$ cat config.mk
export PLATFORM = sky130hd
export DESIGN_NAME = instr_sequencer_flat
export DESIGN_NICKNAME = d
export VERILOG_FILES = /design/src/rtl/cpu_pkg.sv /design/src/rtl/instr_sequencer_if.sv /design/src/rtl/seq_regfile.sv /design/src/rtl/instr_sequencer.sv /design/src/flat_wrapper.sv
export SDC_FILE = /design/constraint.sdc
export NUM_CORES = 1
export LEC_CHECK = 0
export BUFFER_PORTS_ARGS = -buffer_cell sky130_fd_sc_hd__buf_2
export CAP_MARGIN = 20
export CORE_AREA = 2 2 227 162
export CTS_CLUSTER_DIAMETER = 40
export DETAILED_ROUTE_END_ITERATION = 8
export DIE_AREA = 0 0 229 164
export PLACE_DENSITY = 0.56
export SLEW_MARGIN = 25
export SYNTH_ARGS = -nofsm -noshare
export SYNTH_HDL_FRONTEND = slang
export SYNTH_HIERARCHICAL = 1
export SYNTH_SLANG_ARGS = --single-unit
$ cat constraint.sdc
create_clock -name clk -period 6.35 [get_ports clk]
set_input_delay 0.635 -clock clk [delete_from_list [all_inputs] [get_ports clk]]
set_output_delay 0.635 -clock clk [all_outputs]
set_load 0.05 [all_outputs]
$ cat src/rtl/cpu_pkg.sv
// cpu_pkg: opcodes shared with the ALU, sequencer state encoding, instruction
// field positions and the sign-magnitude immediate extender.
package cpu_pkg;
    localparam int DATA_W   = 16;
    localparam int NUM_REGS = 8;
    localparam int REG_W    = $clog2(NUM_REGS);
    localparam int IMM_W    = 7;
    localparam int INSTR_W  = 17;
    localparam int OPC_LSB  = 14;
    localparam int RD_LSB   = 11;
    localparam int RS1_LSB  = 8;
    localparam int RS2_LSB  = 5;
    localparam logic [2:0] OP_LOAD    = 3'd0;
    localparam logic [2:0] OP_ADD     = 3'd1;
    localparam logic [2:0] OP_ADDI    = 3'd2;
    localparam logic [2:0] OP_SUB     = 3'd3;
    localparam logic [2:0] OP_SUBI    = 3'd4;
    localparam logic [2:0] OP_MUL     = 3'd5;
    localparam logic [2:0] OP_CLEAR   = 3'd6;
    localparam logic [2:0] OP_DISPLAY = 3'd7;
    typedef enum logic [2:0] {S_IDLE, S_DECODE, S_EXEC, S_WB, S_CLR, S_DISP} state_t;
    // Sign bit kept in the MSB, magnitude zero-extended.
    function automatic logic [DATA_W-1:0] imm_ext(input logic [IMM_W-1:0] imm);
        return {imm[IMM_W-1], {(DATA_W-IMM_W){1'b0}}, imm[IMM_W-2:0]};
    endfunction
endpackage

$ cat src/rtl/instr_sequencer_if.sv
// instr_sequencer_if: instruction handshake, ALU drive/return and display handshake.
interface instr_sequencer_if;
    import cpu_pkg::*;
    logic               instr_valid;
    logic               instr_ready;
    logic [INSTR_W-1:0] instr;
    logic [2:0]         alu_opcode;
    logic [DATA_W-1:0]  alu_reg_a;
    logic [DATA_W-1:0]  alu_reg_b;
    logic [DATA_W-1:0]  alu_result;
    logic               display_valid;
    logic               display_ready;
    logic [DATA_W-1:0]  display_data;
    modport master (
        input  instr_valid, instr, alu_result, display_ready,
        output instr_ready, alu_opcode, alu_reg_a, alu_reg_b, display_valid, display_data
    );
    modport slave (
        output instr_valid, instr, alu_result, display_ready,
        input  instr_ready, alu_opcode, alu_reg_a, alu_reg_b, display_valid, display_data
    );
endinterface

$ cat src/rtl/seq_regfile.sv
// seq_regfile: NUM_REGS x DATA_W register file, two async read ports, one sync write port.
module seq_regfile
    import cpu_pkg::*;
(
    input  logic              clk,
    input  logic              rst_n,
    input  logic              we,
    input  logic [REG_W-1:0]  waddr,
    input  logic [DATA_W-1:0] wdata,
    input  logic [REG_W-1:0]  raddr1,
    input  logic [REG_W-1:0]  raddr2,
    output logic [DATA_W-1:0] rdata1,
    output logic [DATA_W-1:0] rdata2
);
    logic [DATA_W-1:0] mem [NUM_REGS];
    always_ff @(posedge clk or negedge rst_n)
        if (!rst_n)
            for (int i = 0; i < NUM_REGS; i++) mem[i] <= '0;
        else if (we)
            mem[waddr] <= wdata;
    assign rdata1 = mem[raddr1];
    assign rdata2 = mem[raddr2];
endmodule

$ cat src/rtl/instr_sequencer.sv
// instr_sequencer: decodes instructions, drives the sign-magnitude ALU and runs LOAD/CLEAR/DISPLAY.
// Optional retired-instruction counter enabled by defining RETIRE_CNT_EN.
module instr_sequencer
    import cpu_pkg::*;
(
    input  logic               clk,
    input  logic               rst_n,
    instr_sequencer_if.master  bus,
    output logic               busy,
    output logic               done,
    output logic [DATA_W-1:0]  retired_count
);
    state_t             state, state_nx;
    logic [INSTR_W-1:0] ir;
    logic [DATA_W-1:0]  op_a, op_b, res, rd1, rd2, wdata;
    logic [REG_W-1:0]   cnt, waddr, rd, rs1, rs2;
    logic [IMM_W-1:0]   imm;
    logic [2:0]         opc;
    logic               we;
    assign opc = ir[OPC_LSB +: 3];
    assign rd  = ir[RD_LSB +: REG_W];
    assign rs1 = ir[RS1_LSB +: REG_W];
    assign rs2 = ir[RS2_LSB +: REG_W];
    assign imm = ir[IMM_W-1:0];
    seq_regfile u_regfile (
        .clk(clk), .rst_n(rst_n), .we(we), .waddr(waddr), .wdata(wdata),
        .raddr1(rs1), .raddr2(rs2), .rdata1(rd1), .rdata2(rd2)
    );
    always_ff @(posedge clk or negedge rst_n)
        if (!rst_n) state <= S_IDLE;
        else        state <= state_nx;
    always_comb begin
        state_nx = state;
        case (state)
            S_IDLE:   if (bus.instr_valid) state_nx = S_DECODE;
            S_DECODE: state_nx = opc == OP_LOAD ? S_WB : opc == OP_CLEAR ? S_CLR :
                                 opc == OP_DISPLAY ? S_DISP : S_EXEC;
            S_EXEC:   state_nx = S_WB;
            S_WB:     state_nx = S_IDLE;
            S_CLR:    if (cnt == REG_W'(NUM_REGS-1)) state_nx = S_IDLE;
            S_DISP:   if (bus.display_ready) state_nx = S_IDLE;
            default:  state_nx = S_IDLE;
        endcase
    end
    // ALU inputs are parked at LOAD/0 outside EXEC so its result stays 0.
    always_comb begin
        bus.instr_ready = state == S_IDLE;
        busy            = state != S_IDLE;
        bus.alu_opcode  = state == S_EXEC ? opc : OP_LOAD;
        bus.alu_reg_a   = state == S_EXEC ? op_a : '0;
        bus.alu_reg_b   = state == S_EXEC ? op_b : '0;
        we              = state == S_WB || state == S_CLR;
        waddr           = state == S_CLR ? cnt : rd;
        wdata           = state == S_CLR ? '0 : opc == OP_LOAD ? imm_ext(imm) : res;
    end
    always_ff @(posedge clk or negedge rst_n) begin
        if (!rst_n) begin
            ir                <= '0;
            op_a              <= '0;
            op_b              <= '0;
            res               <= '0;
            cnt               <= '0;
            done              <= 1'b0;
            bus.display_valid <= 1'b0;
            bus.display_data  <= '0;
        end else begin
            done <= state != S_IDLE && state_nx == S_IDLE;
            if (state == S_IDLE && bus.instr_valid) ir <= bus.instr;
            if (state == S_DECODE) begin
                op_a <= rd1;
                op_b <= (opc == OP_ADDI || opc == OP_SUBI) ? imm_ext(imm) : rd2;
                cnt  <= '0;
                if (opc == OP_DISPLAY) begin
                    bus.display_data  <= rd1;
                    bus.display_valid <= 1'b1;
                end
            end
            if (state == S_EXEC) res <= bus.alu_result;
            if (state == S_CLR) cnt <= cnt + 1'b1;
            if (state == S_DISP && bus.display_ready) bus.display_valid <= 1'b0;
        end
    end
`ifdef RETIRE_CNT_EN
    always_ff @(posedge clk or negedge rst_n)
        if (!rst_n)    retired_count <= '0;
        else if (done) retired_count <= retired_count + 1'b1;
`else
    assign retired_count = '0;
`endif
endmodule
$ cat src/flat_wrapper.sv
// flat-port wrapper written by rule: the top's interface ports become plain ports
module instr_sequencer_flat import cpu_pkg::*;
  (clk, rst_n, busy, done, retired_count, bus_instr_valid, bus_instr, bus_alu_result, bus_display_ready, bus_instr_ready, bus_alu_opcode, bus_alu_reg_a, bus_alu_reg_b, bus_display_valid, bus_display_data);
  instr_sequencer_if bus_i ();
  input  logic clk;
  input  logic rst_n;
  output logic busy;
  output logic done;
  output logic [DATA_W-1:0] retired_count;
  input wire logic [$bits(bus_i.instr_valid)-1:0] bus_instr_valid;
  input wire logic [$bits(bus_i.instr)-1:0] bus_instr;
  input wire logic [$bits(bus_i.alu_result)-1:0] bus_alu_result;
  input wire logic [$bits(bus_i.display_ready)-1:0] bus_display_ready;
  output wire logic [$bits(bus_i.instr_ready)-1:0] bus_instr_ready;
  output wire logic [$bits(bus_i.alu_opcode)-1:0] bus_alu_opcode;
  output wire logic [$bits(bus_i.alu_reg_a)-1:0] bus_alu_reg_a;
  output wire logic [$bits(bus_i.alu_reg_b)-1:0] bus_alu_reg_b;
  output wire logic [$bits(bus_i.display_valid)-1:0] bus_display_valid;
  output wire logic [$bits(bus_i.display_data)-1:0] bus_display_data;
  assign bus_i.instr_valid = bus_instr_valid;
  assign bus_i.instr = bus_instr;
  assign bus_i.alu_result = bus_alu_result;
  assign bus_i.display_ready = bus_display_ready;
  assign bus_instr_ready = bus_i.instr_ready;
  assign bus_alu_opcode = bus_i.alu_opcode;
  assign bus_alu_reg_a = bus_i.alu_reg_a;
  assign bus_alu_reg_b = bus_i.alu_reg_b;
  assign bus_display_valid = bus_i.display_valid;
  assign bus_display_data = bus_i.display_data;
  instr_sequencer u_core (.clk(clk), .rst_n(rst_n), .bus(bus_i), .busy(busy), .done(done), .retired_count(retired_count));
endmodule
Word-level counts from Yosys, hierarchy flattened

Cells that the tools add are included.
Widths: inputs -> output; s select.

Mux-type cells: 28
Reductions and logical operators: 15
$lt $le $gt $ge: 4
Eq/ne operators: 10
Add/sub/neg operators: 1
Bitwise logic cells: 3

Operators by type and width:

| kind                | number |
|---|---|
| $mux 16             | 10 |
| $bwmux 128          | 1 |
| $bmux 16 s3         | 2 |
| $demux 16 s3        | 1 |
| $mux 3              | 10 |
| $eq 3x3->1 const B  | 6 |
| $pmux 3 s5          | 1 |
| $ge 4x4->1 const B  | 3 |
| $not 3->4           | 3 |
| $eq 3x2->1 const B  | 3 |
| $logic_not 3->1     | 3 |
| $reduce_bool 2->1   | 3 |
| $logic_and 1x1->1   | 4 |
| $lt 4x1->1 const B  | 1 |
| $reduce_and 2->1    | 2 |
| $add 3x1->3 const B | 1 |
| $eq 3x1->1 const B  | 1 |
| $mux 1              | 3 |
| $reduce_bool 3->1   | 1 |
| $logic_or 1x1->1    | 2 |

Logic and storage cells: 78
Bits of input ports: 37
Register bits: 217

Depth between registers and ports, before layout

Depth after elaboration: 8
Gate-level depth with buffers: 9
Depth with buffers taken out: 4

By module

The synthesis kept the hierarchy.

Modules (own cells, without submodules):

| module          | times used | area an instance (sq um) | cells an instance | seq. area each (sq um) |
|---|---|---|---|---|
| seq_regfile     | 1          | 7,000.5                  | 393               | 3,203.1 |
| instr_sequencer | 1          | 4,160.2                  | 392               | 2,227.1 |

Worst setup path after synthesis

OpenSTA, ideal clock, no wires.

Path type: reg2reg
Start: reg u_core.state[1]
End: reg u_core/u_regfile/mem[112] (netlist name)
Clock period less this slack: 2.517 ns
Setup time: 0.125 ns
Stages on the path, launching flop included: 8
Arrival time: 2.392 ns
Path slack: 3.833 ns
Path through: dfrtp_1 buf_2 nor3b_2 mux2_2 buf_4 nor4b_4 buf_6 mux2_2

Cells in the longest elaborated chain, start to end: 8
Elaborated cells between the ends (all ways): 12
Classes of those cells: 2 x order compare; 2 x eq/ne; 5 x mux; 1 x bitwise; 2 x reduce/logical

Ends and longest elaborated chain:

| item                                                           | RTL line              | text |
|---|---|---|
| from (decl)                                                    | instr_sequencer.sv:13 | `state_t state, state_nx;` |
| from (signal assigned)                                         | instr_sequencer.sv:31 | `else state <= state_nx;` |
| $eq 3x3->1 *                                                   | instr_sequencer.sv:53 | `waddr = state == S_CLR ? cnt : rd;` |
| $mux 3 *                                                       | instr_sequencer.sv:53 |  |
| via u_core.waddr[1]                                            | instr_sequencer.sv:16 | `logic [REG_W-1:0] cnt, waddr, rd, rs1, rs2;` |
| $not 3->4 (not written as such) *                              | seq_regfile.sv:20     | `mem[waddr] <= wdata;` |
| $ge 4x4->1 (not written as such) or $lt 4x1->1 (tied branches) | seq_regfile.sv:20     |  |
| $logic_and 1x1->1 (not written as such)                        | seq_regfile.sv:20     |  |
| $mux 16 (not written as such)                                  | seq_regfile.sv:20     |  |
| $demux 16 s3 *                                                 | seq_regfile.sv:20     |  |
| $bwmux 128 *                                                   | seq_regfile.sv:20     |  |
| to (signal, indexed assignment)                                | seq_regfile.sv:20     |  |
| to (decl)                                                      | seq_regfile.sv:15     | `logic [DATA_W-1:0] mem [NUM_REGS];` |

Mark *: on every way through the listed nets, which the timed path passes. The rest lies on a longest branch.
A chain may end at the register's enable or synchronous reset.

Worst setup path after layout

Start: reg u_core.state[1]
End: reg u_core/u_regfile/mem[94] (netlist name)

Elaborated cells between the ends (all ways): 12
Classes of those cells: 2 x order compare; 2 x eq/ne; 5 x mux; 1 x bitwise; 2 x reduce/logical

RTL lines:

| item                                     | RTL line              | text |
|---|---|---|
| $eq 3x2->1 or $eq 3x3->1 (tied branches) | instr_sequencer.sv:52 | `we = state == S_WB \|\| state == S_CLR;` |
| $logic_or 1x1->1 *                       | instr_sequencer.sv:52 |  |
| via u_core.we                            | instr_sequencer.sv:19 | `logic we;` |

Marks and branches as above.

==> reports/summary.txt <==
outcome: complete, no violations
library cells used by synthesis: 43
Critical Path AT: 3360 ps
fraction of registers with async set/reset: 1.00
Seq/Total Area, Yosys: 0.487
largest net degree at the start of global routing: 81
Reg2Reg Depth: 6
io pins: 108
number of clock sinks: 217
YS warnings: 6
GR Layer Usage met3: 0.0328
std cell rows: 58
drt via density: 4.92
layout cells sized above 1: 0.421
Lkg Pwr: 0.00625 uW
reg-to-reg critical path startpoint: u_core/state[1]
via count: 6770
vias in the first global route: 6866
fin crit share: 0.469
DRC Markers: 0
kind of cell adding the most delay to the critical path: simple AND/OR/NAND/NOR gates
initial antenna violation count: 1
Fill cells: 3409
# hold bufs at CTS: 0
busiest grt layer: met1
max_slew headroom: 0.320
Crit Path Category: register to register
Mapped Area: 0.0112 mm2
FMAX: 0.336 GHz
PortBufs: 91
CP max stage cell: nor4bb_4
Max Clock Skew: 12.1 ps
CP peak stage delay: 740 ps
Resize count post-CTS: 0
Mean Syn Cell Area: 14.2 um2
most numerous cell on the critical path: buf_4
GRT Resource Usage Total: 0.143
Buf+Inv Stages, Crit Path: 2
Final WS setup: 3370 ps
Final #Nets: 904
CTS H-Tree Depth: 2
Yosys reg bits: 217
met1 Use GR: 0.212
CTS tree: done
worst-path fanout max: 16
WP data required: 6730 ps
FF-to-FF End: u_core/u_regfile/mem[94]
Final min period: 2980 ps
dpl cells: 1307
clock tree root driver cell: clkbuf_16
R2R setup slack: 3370 ps
Cell Chain, Critical Path: nor3b_2 > buf_4 > o21bai_1 > nor4bb_4 > buf_4 > mux2_2
final setup vio count: 0
Post-CTS Setup Inserts: 0
GR Util met2: 0.210
crit path launch type: register
HPWL Detailed: 16900 um
PD cells: 580 mW/mm2
post-route ant nets: 0
GRT overflow: 0
Worst-path clk slew: 50 ps
Core Area: 0.0354 mm2
Crit. End Element: register
slew at the pin with the worst max-slew slack: 1020 ps
DR iter-0 viols: 361
EDFF count, synth: 0
Num CTS Buffers: 36
Die Y: 164 um
Hold WC Path Type: input port to async pin
Fin. Hold Viols: 0
initial core utilization: 0.315
dominant synthesized flop cell: dfrtp_1
Area Growth Syn to Fin: 18.2%
CTS Buffer Depth: 3
pre-CTS setup slack: 3360 ps
DR pass1 iterations: 4
Slew Viols, Final: 0
wire per inst: 19.2 um
die width: 229 um
global-route wire length before repair: 41400 um
drt total wl: 26400 um
RD Place Congestion: 0.776
Syn Inst Count: 785
latest clock arrival within the worst-skew pair: 500 ps
unrepaired setup endpoints after global routing: false
max_cap viols: 0
Peak supply drop: 0.182 mV
Layout Cells excl Fill: 1375
die footprint: 0.0376 mm2
TNS Setup: 0 ps
## layer usage
layer / wire, um / share of wire
met1: 13200 / 0.50
met2: 11200 / 0.43
met3: 1470 / 0.056
met4: 458 / 0.017
met5: 0 / 0
## where the power goes
| group | total, uW | switching, uW | internal [uW] |
|---|---|---|---|
| clock | 2010 | 680 | 1330 |
| combinational | 3100 | 1630 | 1470 |
| sequential | 2540 | 556 | 1980 |
| total | 7650 | 2870 | 4780 |
## cells in the final DEF (no fill, tap or decap), types with 3 or more instances in the layout
cell type  netlist  routed
buf_2           19      90
mux2_2         189     189
inv_1            3       3
o21ai_1          3       3
dfrtp_1        217     214
mux4_2           8       8
nand2_1         81      81
nand4b_2         3       3
clkinv_2         0       3
dfrtp_2          0       3
bufinv_16        0       4
nor2_1          10      10
mux2_1          23      23
conb_1           1      16
buf_4           25       8
and2_1          46      46
clkbuf_16        0      37
inv_6            0       6
clkbuf_1        11       5
clkbuf_8         0       8
o21ai_0         14      14
a21oi_1         17      17
mux4_1          56      56
or3_1            3       3
a31oi_1          8       8
## sequential cells by signal (all words and copies together), names as in the netlist
register                  count
u_core/cnt                    3
u_core/bus.display_valid      1
u_core/bus.display_data      16
u_core/op_b                  16
u_core/ir                    17
u_core/op_a                  16
u_core/done                   1
u_core/state                  3
u_core/u_regfile/mem        128
u_core/res                   16
## area by class of cell
class / instances / area, um2 / share of cell area
diodes: 2 / 5.00 / 0.000380
clock buffers: 50 / 1050 / 0.0800
clock inverters: 16 / 211 / 0.0160
inverters: 4 / 15.0 / 0.00114
multi-input cells: 505 / 5320 / 0.403
flip-flops and latches: 217 / 5430 / 0.412
well taps: 480 / 601 / 0.0455
repair buffers: 101 / 548 / 0.0416
## synth_stat cells (all sizes together) (2+ instances only)
library cell,instances,area [um2]
and2,46,288
clkbuf,13,51.3
a21oi,17,85.1
nor3b,2,31.3
a31oi,8,50.1
mux2,212,2390
mux4,64,1650
nand2,81,304
o211ai,2,15.0
a22o,2,17.5
o21bai,2,15.0
ha,2,25.0
inv,4,15.0
nand4b,4,53.8
dfrtp,217,5430
nor2,10,37.5
and3,2,12.5
nand3,2,10.0
or3,3,18.8
nor3,2,20.0
o21ai,17,85.1
nor4bb,2,20.0
buf,61,437
## metrics by stage
step | hold slack [ps] | cell area, um2 | util | power (uW)
after floorplan | 339 | 11200 | - | 4830
after global placement | 449 | 11900 | 0.336 | 5620
after detailed placement | 455 | 11900 | 0.336 | 5670
after CTS | 81.9 | 13200 | 0.372 | 7730
after global routing | 109 | 13200 | 0.372 | 8110
final | 64.6 | 13200 | 0.372 | 7650
## logic make-up (layout without fill, tap and decap cells)
group                    count (synthesis)  after routing  synth area share
buffers and inverters                   78            171            0.0451
adder cells (fa/ha/maj)                  2              2           0.00224
flip-flops                             217            217             0.487
multiplexers                           276            276             0.362
other                                    1             18          0.000336
XOR/XNOR                                 2              2           0.00157
AO/OA/AOI/OAI                           50             50            0.0252
AND/OR/NAND/NOR                        159            159            0.0771
## how the worst max path moves through the flow
stage                     depth (start not counted)                   endpoint       startpoint  slack, ps
after floorplan                                   7  u_core/u_regfile/mem[112]  u_core/state[1]       3830
after global placement                            6   u_core/u_regfile/mem[92]  u_core/state[2]       3400
after CTS                                         3           bus_alu_reg_b[5]  u_core/state[1]       3140
after global routing                              6   u_core/u_regfile/mem[91]  u_core/state[1]       3200
after detailed placement                          6   u_core/u_regfile/mem[86]  u_core/state[2]       3360
final                                             6   u_core/u_regfile/mem[94]  u_core/state[1]       3370
Note: power is estimated with default switching activity, not from simulation.
